==> src/rtl/axi_params_pkg.sv <==
// Shared AXI-Lite parameters, response encodings, register offsets and the
// address decode helper used by the register slave.
package axi_params_pkg;

   localparam int AXI_ADDR_WIDTH = 32;
   localparam int AXI_DATA_WIDTH = 32;

   typedef enum logic [1:0] {
      AXI_RESP_OKAY   = 2'b00,
      AXI_RESP_EXOKAY = 2'b01,
      AXI_RESP_SLVERR = 2'b10,
      AXI_RESP_DECERR = 2'b11
   } axi_resp_t;

   localparam logic [3:0] REG_CTRL_OFFSET     = 4'h0;
   localparam logic [3:0] REG_STATUS_OFFSET   = 4'h4;
   localparam logic [3:0] REG_DATA_IN_OFFSET  = 4'h8;
   localparam logic [3:0] REG_DATA_OUT_OFFSET = 4'hC;

   localparam int STATUS_BUSY_BIT = 0;
   localparam int STATUS_DONE_BIT = 1;

   typedef enum logic [1:0] {
      REG_IDX_CTRL     = 2'd0,
      REG_IDX_STATUS   = 2'd1,
      REG_IDX_DATA_IN  = 2'd2,
      REG_IDX_DATA_OUT = 2'd3
   } reg_idx_t;

   localparam logic [31:0] CTRL_WRITABLE_MASK = 32'h1;

   typedef struct packed {
      reg_idx_t  idx;
      axi_resp_t resp;
   } axi_decode_t;

   // Misalignment takes priority over out-of-range; read-only checks are left to the caller.
   function automatic axi_decode_t axi_decode_addr(input logic [3:0] addr_lo,
                                                   input logic       addr_hi_nz);
      axi_decode_t d;
      case ({addr_lo[3:2], 2'b00})
         REG_CTRL_OFFSET:     d.idx = REG_IDX_CTRL;
         REG_STATUS_OFFSET:   d.idx = REG_IDX_STATUS;
         REG_DATA_IN_OFFSET:  d.idx = REG_IDX_DATA_IN;
         REG_DATA_OUT_OFFSET: d.idx = REG_IDX_DATA_OUT;
         default:             d.idx = REG_IDX_CTRL;
      endcase
      if (addr_lo[1:0] != 2'b00) begin
         d.resp = AXI_RESP_SLVERR;
      end else if (addr_hi_nz) begin
         d.resp = AXI_RESP_DECERR;
      end else begin
         d.resp = AXI_RESP_OKAY;
      end
      return d;
   endfunction

endpackage

==> src/rtl/axi_lite_reg_slave.sv <==
// AXI-Lite register front-end (CTRL/STATUS/DATA_IN/DATA_OUT) that launches a
// downstream datapath with a start pulse and captures its result on done.
module axi_lite_reg_slave
   import axi_params_pkg::*;
#(
   parameter int ADDR_WIDTH = AXI_ADDR_WIDTH,
   parameter int DATA_WIDTH = AXI_DATA_WIDTH
) (
   input  logic                    clk,
   input  logic                    rst,
   input  logic [ADDR_WIDTH-1:0]   s_awaddr,
   input  logic                    s_awvalid,
   output logic                    s_awready,
   input  logic [DATA_WIDTH-1:0]   s_wdata,
   input  logic [DATA_WIDTH/8-1:0] s_wstrb,
   input  logic                    s_wvalid,
   output logic                    s_wready,
   output logic [1:0]              s_bresp,
   output logic                    s_bvalid,
   input  logic                    s_bready,
   input  logic [ADDR_WIDTH-1:0]   s_araddr,
   input  logic                    s_arvalid,
   output logic                    s_arready,
   output logic [DATA_WIDTH-1:0]   s_rdata,
   output logic [1:0]              s_rresp,
   output logic                    s_rvalid,
   input  logic                    s_rready,
   output logic                    proc_start,
   output logic [DATA_WIDTH-1:0]   proc_data,
   input  logic                    proc_done,
   input  logic [DATA_WIDTH-1:0]   proc_result
);

   logic                    aw_held_q, w_held_q;
   logic [ADDR_WIDTH-1:0]   awaddr_q;
   logic [DATA_WIDTH-1:0]   wdata_q;
   logic [DATA_WIDTH/8-1:0] wstrb_q;
   logic                    bvalid_q, bvalid_d;
   axi_resp_t               bresp_q, bresp_d;
   logic                    rvalid_q, rvalid_d;
   axi_resp_t               rresp_q, rresp_d;
   logic [DATA_WIDTH-1:0]   rdata_q, rdata_d;
   logic [DATA_WIDTH-1:0]   ctrl_q, ctrl_d;
   logic [DATA_WIDTH-1:0]   data_in_q, data_in_d;
   logic [DATA_WIDTH-1:0]   data_out_q, data_out_d;
   logic                    busy_q, busy_d;
   logic                    done_q, done_d;
   logic                    start_q, start_d;

   logic                    aw_hs, w_hs, ar_hs, commit;
   logic [ADDR_WIDTH-1:0]   wr_addr;
   logic [DATA_WIDTH-1:0]   wr_data, byte_mask;
   logic [DATA_WIDTH/8-1:0] wr_strb;
   axi_decode_t             wr_dec, rd_dec;
   logic                    done_set, done_clr;

   assign s_awready  = !aw_held_q && !bvalid_q;
   assign s_wready   = !w_held_q && !bvalid_q;
   assign s_arready  = !rvalid_q;
   assign s_bvalid   = bvalid_q;
   assign s_bresp    = bresp_q;
   assign s_rvalid   = rvalid_q;
   assign s_rresp    = rresp_q;
   assign s_rdata    = rdata_q;
   assign proc_start = start_q;
   assign proc_data  = data_in_q;

   assign aw_hs   = s_awvalid && s_awready;
   assign w_hs    = s_wvalid && s_wready;
   assign ar_hs   = s_arvalid && s_arready;
   assign commit  = (aw_held_q || aw_hs) && (w_held_q || w_hs);
   assign wr_addr = aw_held_q ? awaddr_q : s_awaddr;
   assign wr_data = w_held_q ? wdata_q : s_wdata;
   assign wr_strb = w_held_q ? wstrb_q : s_wstrb;
   assign wr_dec  = axi_decode_addr(wr_addr[3:0], |wr_addr[ADDR_WIDTH-1:4]);
   assign rd_dec  = axi_decode_addr(s_araddr[3:0], |s_araddr[ADDR_WIDTH-1:4]);

   always_comb begin
      byte_mask = '0;
      for (int i = 0; i < DATA_WIDTH/8; i++) begin
         byte_mask[i*8 +: 8] = {8{wr_strb[i]}};
      end
   end

   // Write side: register updates, response code and datapath launch.
   always_comb begin
      ctrl_d    = ctrl_q;
      data_in_d = data_in_q;
      start_d   = 1'b0;
      bresp_d   = bresp_q;
      bvalid_d  = bvalid_q && !s_bready;
      if (commit) begin
         bvalid_d = 1'b1;
         bresp_d  = wr_dec.resp;
         if (wr_dec.resp == AXI_RESP_OKAY) begin
            case (wr_dec.idx)
               REG_IDX_CTRL: begin
                  ctrl_d = ((ctrl_q & ~byte_mask) | (wr_data & byte_mask))
                           & DATA_WIDTH'(CTRL_WRITABLE_MASK);
               end
               REG_IDX_DATA_IN: begin
                  if (busy_q) begin
                     bresp_d = AXI_RESP_SLVERR;
                  end else if (|wr_strb) begin
                     data_in_d = (data_in_q & ~byte_mask) | (wr_data & byte_mask);
                     start_d   = ctrl_q[0];
                  end
               end
               default: bresp_d = AXI_RESP_SLVERR;
            endcase
         end
      end
   end

   // Read side and status; a done set outranks a same-cycle clear.
   always_comb begin
      rvalid_d = rvalid_q && !s_rready;
      rresp_d  = rresp_q;
      rdata_d  = rdata_q;
      done_clr = 1'b0;
      if (ar_hs) begin
         rvalid_d = 1'b1;
         rresp_d  = rd_dec.resp;
         rdata_d  = '0;
         if (rd_dec.resp == AXI_RESP_OKAY) begin
            case (rd_dec.idx)
               REG_IDX_CTRL:    rdata_d = ctrl_q;
               REG_IDX_STATUS: begin
                  rdata_d[STATUS_BUSY_BIT] = busy_q;
                  rdata_d[STATUS_DONE_BIT] = done_q;
               end
               REG_IDX_DATA_IN: rdata_d = data_in_q;
               default: begin
                  rdata_d  = data_out_q;
                  done_clr = 1'b1;
               end
            endcase
         end
      end
      done_set   = proc_done && busy_q;
      data_out_d = done_set ? proc_result : data_out_q;
      busy_d     = start_d ? 1'b1 : (done_set ? 1'b0 : busy_q);
      done_d     = done_set ? 1'b1 : (done_clr ? 1'b0 : done_q);
   end

   always_ff @(posedge clk) begin
      if (rst) begin
         aw_held_q  <= 1'b0;
         w_held_q   <= 1'b0;
         awaddr_q   <= '0;
         wdata_q    <= '0;
         wstrb_q    <= '0;
         bvalid_q   <= 1'b0;
         bresp_q    <= AXI_RESP_OKAY;
         rvalid_q   <= 1'b0;
         rresp_q    <= AXI_RESP_OKAY;
         rdata_q    <= '0;
         ctrl_q     <= '0;
         data_in_q  <= '0;
         data_out_q <= '0;
         busy_q     <= 1'b0;
         done_q     <= 1'b0;
         start_q    <= 1'b0;
      end else begin
         if (commit) begin
            aw_held_q <= 1'b0;
            w_held_q  <= 1'b0;
         end else begin
            if (aw_hs) begin
               aw_held_q <= 1'b1;
               awaddr_q  <= s_awaddr;
            end
            if (w_hs) begin
               w_held_q <= 1'b1;
               wdata_q  <= s_wdata;
               wstrb_q  <= s_wstrb;
            end
         end
         bvalid_q   <= bvalid_d;
         bresp_q    <= bresp_d;
         rvalid_q   <= rvalid_d;
         rresp_q    <= rresp_d;
         rdata_q    <= rdata_d;
         ctrl_q     <= ctrl_d;
         data_in_q  <= data_in_d;
         data_out_q <= data_out_d;
         busy_q     <= busy_d;
         done_q     <= done_d;
         start_q    <= start_d;
      end
   end

endmodule

==> config.mk <==
export PLATFORM = sky130hd
export DESIGN_NAME = axi_lite_reg_slave
export DESIGN_NICKNAME = d
export VERILOG_FILES = /design/src/rtl/axi_params_pkg.sv /design/src/rtl/axi_lite_reg_slave.sv
export SDC_FILE = /design/constraint.sdc
export NUM_CORES = 1
export LEC_CHECK = 0
export BUFFER_PORTS_ARGS = -buffer_cell sky130_fd_sc_hd__buf_2
export CORE_ASPECT_RATIO = 1.4
export CORE_MARGIN = 8
export CORE_UTILIZATION = 52
export DETAILED_ROUTE_END_ITERATION = 8
export PLACE_DENSITY = 0.82
export SLEW_MARGIN = 20
export SYNTH_ARGS = -nofsm -noshare
export SYNTH_HDL_FRONTEND = slang
export SYNTH_SLANG_ARGS = --single-unit
==> constraint.sdc <==
create_clock -name clk -period 2.9 [get_ports clk]
set_input_delay 0.58 -clock clk [delete_from_list [all_inputs] [get_ports clk]]
set_output_delay 0.58 -clock clk [all_outputs]
set_load 0.03 [all_outputs]
Word level (Yosys, flattened, before mapping)

Index checks and enable logic that the tools add are counted.

Eq/ne operators: 9
Multiplexer cells: 29
Bitwise logic cells: 8
Reductions and logical operators: 37

Operators with widths:

| kind                                                 | count |
|---|---|
| two-way mux 32 bit                                   | 3 |
| AND 32 bit                                           | 2 |
| case mux 30 bit (2 select lines)                     | 1 |
| OR reduction 28 bit                                  | 2 |
| inverter 32 bit                                      | 1 |
| OR 32 bit                                            | 1 |
| case mux 2 bit (4 select lines)                      | 2 |
| two-way mux 1 bit                                    | 14 |
| equality test 2 bit (second input constant)          | 6 |
| logical NOT 2 bit                                    | 6 |
| two-way mux 2 bit                                    | 6 |
| logical AND 1 bit                                    | 9 |
| nonzero test 2 bit                                   | 4 |
| equality test 2 x 1 -> 1 bit (second input constant) | 3 |
| logical NOT 1 bit                                    | 6 |
| case mux 2 bit (3 select lines)                      | 1 |
| AND reduction 5 bit                                  | 1 |
| two-way mux 4 bit                                    | 1 |
| case mux 2 bit (2 select lines)                      | 1 |
| AND reduction 2 bit                                  | 2 |
| OR reduction 2 bit                                   | 2 |
| OR reduction 4 bit                                   | 1 |
| AND reduction 3 bit                                  | 1 |
| OR reduction 3 bit                                   | 1 |
| 4 further kinds                                      | 6 |

Register bits: 176
Input bits: 140
Output and inout bits: 74
Logic and storage cells: 99

Depth between registers and ports, before layout

Gate-level depths: netlist of run 1.

Depth after elaboration: 9
Gate-level depth with buffers: 8
Mapped depth without buffers: 5

Worst setup path before layout of run 1

Ideal clock, no wire load.

Kind: input-to-reg
Start: input port s_awaddr[0]
End: register with a tool-made name
Setup time: 0.121 ns
Arrival time: 2.147 ns
Required time: 2.779 ns
Path slack: 0.631 ns
Cell stages on the path: 6
Path buffers: 1
Path through: or3_1 -> a222oi_1 -> and2_1 -> buf_6 -> nand3_4 -> mux2_4

RTL lines:

| item               | RTL line                 | source |
|---|---|---|
| start: declaration | axi_lite_reg_slave.sv:11 | `input logic [ADDR_WIDTH-1:0] s_awaddr,` |

==> run metrics, run 1 <==
status=finished, final reports clean; worst setup margin=324.2 ps; max-slew violation count=0; initial antenna violation count=3; largest family of logic cells by synthesized area=simple AND/OR/NAND/NOR gates; total grt overflow=0; mean post-synth cell area=approximately 8.5 µm²; Fin. Hold Viols=0; EDFF count, synth=0; Layout area overhead=24.54%; synth unique cells=39; Synth Area in Compound Gates=0.1628; peak supply drop=around 0.00040 V; Core Util, Final=0.6550; unrepaired setup endpoints after global routing=false; YS warnings=0; Sequential Power Share=0.472; WL/cell=16.79 µm; max-cap viol count=0; Starting Density=0.5260; CP arrival=approximately 2900 ps; Gate power share=0.105; synthesized flop and latch total=176; commonest cells after routing, fill and taps aside=212 x buf_2, 205 x nand2_1, 175 x dfxtp_1, 128 x a21oi_1, 74 x nor2_1; Post-route DRC=0; vias per cell=approximately 5.5; fmax=0.3882 GHz; synthesized area=0.007249 mm²; Core Box Area=0.01378 mm²; launch point of the worst path=aw_held_q$_SDFFE_PP0P_; sequential area share after synthesis=0.4860; CP max FO=13; Mapped Cells=851; Setup crit end kind=flop; worst r2r src=aw_held_q$_SDFFE_PP0P_; clock skew=8.618 ps; fin area=roughly 0.009 mm²; Hold WC Path Type=input pin to flop; final wirelength=a little over 20,000 µm; Net Switching=1.396 mW; placed cell area=0.008434 mm²; die height=155.7 µm; layout cell share with drive strength beyond 1=0.2785; final setup vio count=0; Ports=214; Setup Buffers After CTS=0; Die Area=0.01803 mm²; Worst Tran Pin Value=765.3 ps; GPL Wtd Cong=approximately 0.86; Setup WS pre-CTS=268.9 ps; Lkg Pwr=between 3 and 4 nW; commonest non-fill, non-tap cell in the layout=buf_2; Setup CP Type=flop to flop; post-cts gate resize count=0; largest net degree at the start of global routing=89; leading area contributor after synthesis=dfxtp_1; CTS buffer count=17; Multi-input gate area=0.003443 mm²; XOR/XNOR Fraction of Synth Area=0; TritonRoute pass-1 iters=6; sw frac=0.2616; period utilization=0.8882; number of hold buffers added after cts=0; Die W=115.8 µm; internal power=3.939 mW; total clock sinks=176; mux cell area share after synthesis=0.08940; vias in the first global route=between 6,000 and 7,000; hold slack=397.9 ps; fin nets=around 1,200; drt first-iter violations=between 600 and 700; Setup TNS=0 ps; GR Util All Layers=0.2268; Clk network pwr share=0.423; clock root buffer=clkbuf_16; row count=51; ys async rst share=0; DP HPWL=approximately 14,000 µm; CTS tree=built; depth of the CTS H-tree=4; first-pass GRT wire length=approximately 33,000 µm; Critical Path RT=3200 ps; buffers added on ports=between 200 and 250; Slew headroom=0.4898; simple-gate portion of the synthesized area=0.2195; ys flop type=dfxtp_1; routed vias=6,736; flip-flop and latch area=0.003525 mm²; clock latency on the worst-skew pair=410 ps; Synth area leaders=dfxtp_1 49%, nand2_1 11%, a21oi_1 8.8%; post-synthesis adder-cell area fraction=0; minimum clock period=2576 ps; Syn Nets=slightly below 1,000; CP Launch Type=flop; flop-to-flop setup slack=roughly 320 ps; power per cell area=590.8 mW/mm²; Yosys top cell area share=0.4860; antenna viol nets, final=0; R2R cell count=5; Worst-path clk slew=roughly 70 ps; fillers=1,209; CTS Buffer Depth=2
[cell families after synthesis]
kind of cell	after synthesis
simple gates	361
compound gates	184
flops	176
buf+inv	75
mux	55
[metrics by stage]
stage / std cells / power, mW
after floorplan: 851 / 2.914
after global placement: 1198 / 3.116
after detailed placement: 1198 / 3.126
after CTS: 1230 / 5.375
after global routing: 1231 / 5.561
final: 1232 / 5.334
[cells in the mapped netlist, types with 2 or more instances]
master    count
nand2_1     205
dfxtp_1     176
a21oi_1     128
nor2_1       74
clkbuf_1     51
mux2i_1      34
a222oi_1     31
nor4_1       20
a41o_1       16
mux2_4       16
nor2b_1      16
buf_2        11
nor3_1        9
inv_1         8
nand2b_1      7
nand4_1       6
and3_1        4
mux2_2        4
and2_1        3
buf_1         3
nand3b_1      3
o21ai_0       3
or3_1         3
a22oi_1       2
and3b_1       2
nand3_4       2
nor4b_1       2
[power by group through the flow]
stage / clock network [mW] / logic (mW) / registers, mW
after global routing: 2.42 / 0.617 / 2.52
after detailed placement: 0 / 0.555 / 2.57
after floorplan: 0 / 0.341 / 2.57
after global placement: 0 / 0.548 / 2.57
after CTS: 2.30 / 0.559 / 2.52
final: 2.26 / 0.560 / 2.52
[metal layers]
| metal | GRT usage | part of all wire | vias up |
|---|---|---|---|
| li1 | - | - | 3342 |
| met4 | 0.07626 | 0.016 | 4 |
| met3 | 0.05424 | 0.065 | 26 |
| met1 | 0.2582 | 0.39 | 3134 |
| met2 | 0.4010 | 0.53 | 230 |
| met5 | 0 | 0.0011 | - |
[layout make-up]
| type | count | share of cell area |
|---|---|---|
| Timing Repair Buffer | 229 | 0.1335 |
| Tap cell | 185 | 0.02564 |
| Clock inverter | 14 | 0.01663 |
| Multi-Input combinational cell | 600 | 0.3814 |
| Inverter | 8 | 0.003326 |
| Clock buffer | 18 | 0.04864 |
| Sequential cell | 176 | 0.3904 |
| Antenna cell | 2 | 0.0005543 |
[worst max-delay path, cell delays in order (launching register included)]
cell and delay [ps]:
dfxtp_1 570, or3b_1 410, a222oi_1 510, and2_1 380, nand3_4 230, mux2_4 360
[worst min path at each step]
stage | to | startpoint | slack (ps) | depth (start not counted)
2_1_floorplan | awaddr_q[0]$_SDFFE_PP0P_ | awaddr_q[0]$_SDFFE_PP0P_ | 430 | 2
3_3_place_gp | s_rresp[0]$_SDFFE_PP0P_ | s_rresp[0]$_SDFFE_PP0P_ | 440 | 2
3_5_place_dp | wdata_q[10]$_SDFFE_PP0P_ | wdata_q[10]$_SDFFE_PP0P_ | 450 | 2
4_1_cts | data_out_q[12]$_SDFFE_PP0P_ | proc_result[12] | 380 | 3
5_1_grt | data_out_q[1]$_SDFFE_PP0P_ | proc_result[1] | 380 | 3
6_report | data_out_q[12]$_SDFFE_PP0P_ | proc_result[12] | 400 | 3
Note: power is estimated with default switching activity, not from simulation.
==> run 2: changes to the inputs <==
--- a/config.mk
+++ b/config.mk
@@ -7,7 +7,6 @@
 export LEC_CHECK = 0
 export BUFFER_PORTS_ARGS = -buffer_cell sky130_fd_sc_hd__buf_2
 export CORE_ASPECT_RATIO = 1.4
-export CORE_MARGIN = 8
 export CORE_UTILIZATION = 52
 export DETAILED_ROUTE_END_ITERATION = 8
 export PLACE_DENSITY = 0.82
==> run metrics, run 2 (same netlist as run 1, synthesis figures left out) <==
status=finished, final reports clean; Worst Tran Pin Value=771.9 ps (+6.687 ps); fin nets=1,174 (+0.17%); worst hold start=proc_result[23]; clock root buffer=clkbuf_16; max-slew violation count=0 (unchanged); GPL Wtd Cong=0.7623 (-12%); minimum clock period=2255 ps (-321.1 ps); layout cell share with drive strength beyond 1=0.2779 (-0.0005319); WHS Path Cells=3 (unchanged); clock latency on the worst-skew pair=420 ps (about the same); DP HPWL=12,810 µm (-9.6%); clock skew=9.189 ps (+0.5702 ps); R2R cell count=6 (+1); Die Area=0.01442 mm² (-20%); TritonRoute pass-1 iters=8 (+2); total grt overflow=0 (unchanged); CP max FO=11 (-2); final setup vio count=0 (unchanged); routed vias=6,813 (+1.1%); Core Util, Final=0.6700 (+0.01495); peak supply drop=0.0004178 V (+4.9%); Worst-path clk slew=70 ps (about the same); post-cts gate resize count=0 (unchanged); Hold WC Path Type=input pin to flop; final wirelength=19,180 µm (-7.3%); row count=50 (-2.0%); number of hold buffers added after cts=0 (unchanged); antenna viol nets, final=0 (unchanged); total clock sinks=176 (unchanged); Die W=101.8 µm (-12%); WL/cell=15.59 µm (-7.1%); GR Util All Layers=0.2655 (+0.03866); flop-to-flop setup slack=650 ps (+320 ps); drt first-iter violations=392 (-35%); max-cap viol count=0 (unchanged); die height=141.7 µm (-9.0%); Fin. Hold Viols=0 (unchanged); vias per cell=5.539 (+1.3%); CP arrival=2560 ps (-320 ps); initial antenna violation count=1 (-2); largest net degree at the start of global routing=106 (+19%); CTS Buffer Depth=2 (unchanged); CTS tree=built; fmax=0.4435 GHz (+14%); total power=5.393 mW (+1.1%); vias in the first global route=6,327 (-5.1%); Critical Path RT=3200 ps (about the same); Starting Density=0.5365 (+0.01052); Layout area overhead=24.89%; Setup TNS=0 ps (unchanged); unrepaired setup endpoints after global routing=false; Slew headroom=0.4854 (-0.004458); Core Box Area=0.01351 mm² (-2.0%); launch point of the worst path=aw_held_q$_SDFFE_PP0P_; Setup crit end kind=flop; first-pass GRT wire length=30,020 µm (-9.2%); commonest non-fill, non-tap cell in the layout=buf_2; buffers added on ports=213 (unchanged); Ports=214 (unchanged); power per cell area=595.7 mW/mm² (+0.83%); Lkg Pwr=3.781 nW (+0.40%); depth of the CTS H-tree=4 (unchanged); CP Launch Type=flop; worst r2r src=aw_held_q$_SDFFE_PP0P_; Post-route DRC=0 (unchanged); commonest cells after routing, fill and taps aside=212 x buf_2, 205 x nand2_1, 175 x dfxtp_1, 128 x a21oi_1, 74 x nor2_1; CTS buffer count=17 (unchanged); Setup Buffers After CTS=0 (unchanged); period utilization=0.7775 (-0.1107); fillers=1,171 (-3.1%); Setup CP Type=flop to flop
## run 2: changes by cell type in the layout (fill, tap and decap cells not counted), sizes merged
cell	previous run	this run
diode	2	1
bufinv	1	2
clkinvlp	3	4
clkbuf	18	19
inv	15	14
buf	229	231
clkinv	3	1
## run 2: worst paths after layout
kind | end
worst max register to register | flop
worst max-delay path | flop
worst min register to register | s_rresp[0]$_SDFFE_PP0P_
worst min-delay path | data_out_q[23]$_SDFFE_PP0P_
## run 2: worst max-delay path: stages (launching register included)
cell	delay, ps
dfxtp_1	320
buf_4	170
or3b_2	470
a21oi_1	220
and2_1	360
nand3_4	240
mux2_4	360
## run 2: layout make-up
type | instances | area (µm²) | area share
tap | 182 | 227.7 | 0.02515
sequential | 176 | 3525 | 0.3893
clock buffer | 19 | 442.9 | 0.04892
antenna | 1 | 2.502 | 0.0002764
clock inverter | 13 | 152.6 | 0.01686
inverter | 8 | 30.03 | 0.003317
multi-input combinational | 600 | 3441 | 0.3800
timing repair buffer | 231 | 1232 | 0.1361
## run 2: per-stage QoR
step | hold slack (ps) | cells | worst slack [ps] | instance area, µm²
floorplan | 432.0 | 851 | 631.5 | 7249
global placement | 437.8 | 1197 | 369.4 | 8456
detailed placement | 443.1 | 1197 | 353.8 | 8456
CTS | 378.7 | 1229 | 640.7 | 9051
global route | 374.0 | 1229 | 536.1 | 9051
finish | 389.9 | 1230 | 645.3 | 9054
## run 2: where the power goes
part / total (mW) / internal (mW) / switching [mW]
logic: 0.565 / 0.223 / 0.342
clock network: 2.32 / 1.31 / 1.00
registers: 2.51 / 2.48 / 0.0352
## run 2: per-layer routing
metal	vias to the layer above	wire length, µm	track usage	share of wire
li1	3344	-	-	-
met3	39	1001	0.05813	0.052
met2	217	10030	0.4719	0.52
met1	3213	7648	0.3027	0.40
met4	0	501	0.1083	0.026
met5	-	0	0	0
==> run 3: changes to the inputs <==
--- a/config.mk
+++ b/config.mk
@@ -7,9 +7,9 @@
 export LEC_CHECK = 0
 export BUFFER_PORTS_ARGS = -buffer_cell sky130_fd_sc_hd__buf_2
 export CORE_ASPECT_RATIO = 1.4
-export CORE_UTILIZATION = 52
+export CORE_UTILIZATION = 47
 export DETAILED_ROUTE_END_ITERATION = 8
-export PLACE_DENSITY = 0.82
+export PLACE_DENSITY = 0.79
 export SLEW_MARGIN = 20
 export SYNTH_ARGS = -nofsm -noshare
 export SYNTH_HDL_FRONTEND = slang
==> constraint.sdc (replaced) <==
create_clock -name clk -period 1.9 [get_ports clk]
set_input_delay 0.38 -clock clk [delete_from_list [all_inputs] [get_ports clk]]
set_output_delay 0.38 -clock clk [all_outputs]
set_load 0.03 [all_outputs]
==> run metrics, run 3 (same netlist as run 1, synthesis figures left out) <==
flip-flop and latch area=0.003528 mm² (+0.11%); final wirelength=19,510 µm (+1.7%); largest stage delay on the critical path=490 ps (+20 ps); GPL Wtd Cong=0.8264 (+8.4%); vias per cell=5.399 (-2.5%); Top Family by Delay on Critical Path=simple AND/OR/NAND/NOR gates; minimum clock period=2065 ps (-189.8 ps); total grt overflow=0 (unchanged); worst hold start=proc_result[3]; WHS Path Cells=3 (unchanged); CTS Buffer Depth=2 (unchanged); period utilization=1.087 (+0.3093); Layout area overhead=29.46%; buffers added on ports=213 (unchanged); Lkg Pwr=3.973 nW (+5.1%); Starting Density=0.4816 (-0.05489); CTS buffer count=17 (unchanged); violated checks=negative setup slack; WL/cell=15.40 µm (-1.3%); TritonRoute pass-1 iters=6 (-2); Hold WC Path Type=input pin to flop; fillers=1,290 (+10%); CP Cell Sequence=buf_4 > or3b_2 > a21oi_2 > and2_1 > buf_6 > nand3_4 > mux2_4; Critical-path top delay cell=or3b_2; Die W=107.0 µm (+5.1%); Setup crit end kind=flop; Worst Hold Endpoint=data_out_q[3]$_SDFFE_PP0P_; clock latency on the worst-skew pair=430 ps (about the same); GR Util All Layers=0.2462 (-0.01932); max-cap viol count=0 (unchanged); peak supply drop=0.0005752 V (+38%); Setup TNS=-3748 ps (-3748 ps); routed vias=6,840 (+0.40%); commonest cells after routing, fill and taps aside=212 x buf_2, 205 x nand2_1, 174 x dfxtp_1, 127 x a21oi_1, 74 x nor2_1; clock root buffer=clkbuf_16; Slew headroom=0.6995 (+0.2141); Die Area=0.01593 mm² (+10%); power per cell area=882.6 mW/mm² (+48%); Ports=214 (unchanged); initial antenna violation count=2 (+1); Worst Tran Pin Value=450.8 ps (-321.1 ps); CP arrival=2370 ps (-190 ps); vias in the first global route=6,608 (+4.4%); placed cell area=0.008735 mm² (+3.3%); Setup CP Type=flop to flop; R2R cell count=7 (+1); commonest non-fill, non-tap cell in the layout=buf_2; Setup WS pre-CTS=-310.3 ps (-664.1 ps); unrepaired setup endpoints after global routing=true; fin area=0.009385 mm² (+3.7%); Fin. Hold Viols=0 (unchanged); total clock sinks=176 (unchanged); ANT cells=0 (-1); CTS tree=built; fin cells=1,267 (+3.0%); max-slew violation count=0 (unchanged); Core Box Area=0.01505 mm² (+11%); DP HPWL=13,630 µm (+6.4%); CP max FO=8 (-3); first-pass GRT wire length=30,770 µm (+2.5%); CP Launch Type=flop; fmax=0.4843 GHz (+9.2%); worst r2r src=aw_held_q$_SDFFE_PP0P_; largest net degree at the start of global routing=64 (-40%); worst setup margin=-164.9 ps (-810.2 ps); Post-route DRC=0 (unchanged); final setup vio count=34 (+34); clock skew=13.99 ps (+4.803 ps); fin nets=1,202 (+2.4%); drt first-iter violations=500 (+28%); die height=149.0 µm (+5.1%); antenna viol nets, final=0 (unchanged); depth of the CTS H-tree=4 (unchanged); layout cell share with drive strength beyond 1=0.2995 (+0.02160); CP bufs+invs=2 (+1); Multi-input gate area=0.003471 mm² (+0.87%); dpl cells=1,232 (+2.9%); row count=53 (+6.0%); status=finished, violations left; Critical Path RT=2210 ps (-990 ps); Worst-path clk slew=70 ps (about the same); flop-to-flop setup slack=-160 ps (-810 ps)
## run 3: stage by stage
| stage | utilization | hold WS [ps] | power [mW] |
|---|---|---|---|
| finish | 0.6235 | 177.0 | 8.283 |
| global placement | 0.5803 | 437.6 | 4.822 |
| CTS | 0.6230 | 168.6 | 8.337 |
| detailed placement | 0.5803 | 445.9 | 4.840 |
| floorplan | - | 432.0 | 4.448 |
| global route | 0.6235 | 167.8 | 8.597 |
## run 3: where the power goes
group	internal, mW	switching (mW)	total (mW)
Clock	2.00	1.51	3.51
Sequential	3.78	0.0504	3.83
Combinational	0.397	0.540	0.937
## run 3: area by class of cell
class	count	share of cell area
inverter	8	0.003200
clock buffer	19	0.04719
multi-input combinational	600	0.3698
sequential	176	0.3759
tap	192	0.02560
timing repair buffer	259	0.1620
clock inverter	13	0.01626
## run 3: repair_timing
item	CTS	global route
endpoints found under the setup margin	34	35
buffers inserted	2	0
hold buffers	0	0
gates cloned	1	0
pin swaps	16	1
gates resized for setup	8	2
## run 3: how the worst max path moves through the flow
| stage | startpoint | to | slack, ps | depth (start not counted) |
|---|---|---|---|---|
| 2_1_floorplan | s_awaddr[0] | flop | -140 | 6 |
| 3_3_place_gp | s_awaddr[0] | flop | -290 | 7 |
| 3_5_place_dp | s_awaddr[0] | flop | -310 | 7 |
| 4_1_cts | aw_held_q$_SDFFE_PP0P_ | flop | -170 | 6 |
| 5_1_grt | aw_held_q$_SDFFE_PP0P_ | flop | -250 | 6 |
| 6_report | aw_held_q$_SDFFE_PP0P_ | flop | -160 | 7 |
## run 3: routing by layer
metal	share of wire	wire (µm)	track usage	vias to the layer above
li1	-	-	-	3396
met1	0.39	7649	0.2692	3176
met2	0.53	10300	0.4445	231
met3	0.058	1141	0.06728	33
met4	0.020	392	0.1000	4
met5	0.0011	22	0	-
## run 3: worst register-to-register path, delay by kind of cell (launching register included)
kind / cells / cell delay, ps
multiplexers: 1 / 340
AND/OR/NAND/NOR: 3 / 820
flip-flops: 1 / 360
buffers and inverters: 2 / 280
AO/OA/AOI/OAI: 1 / 160
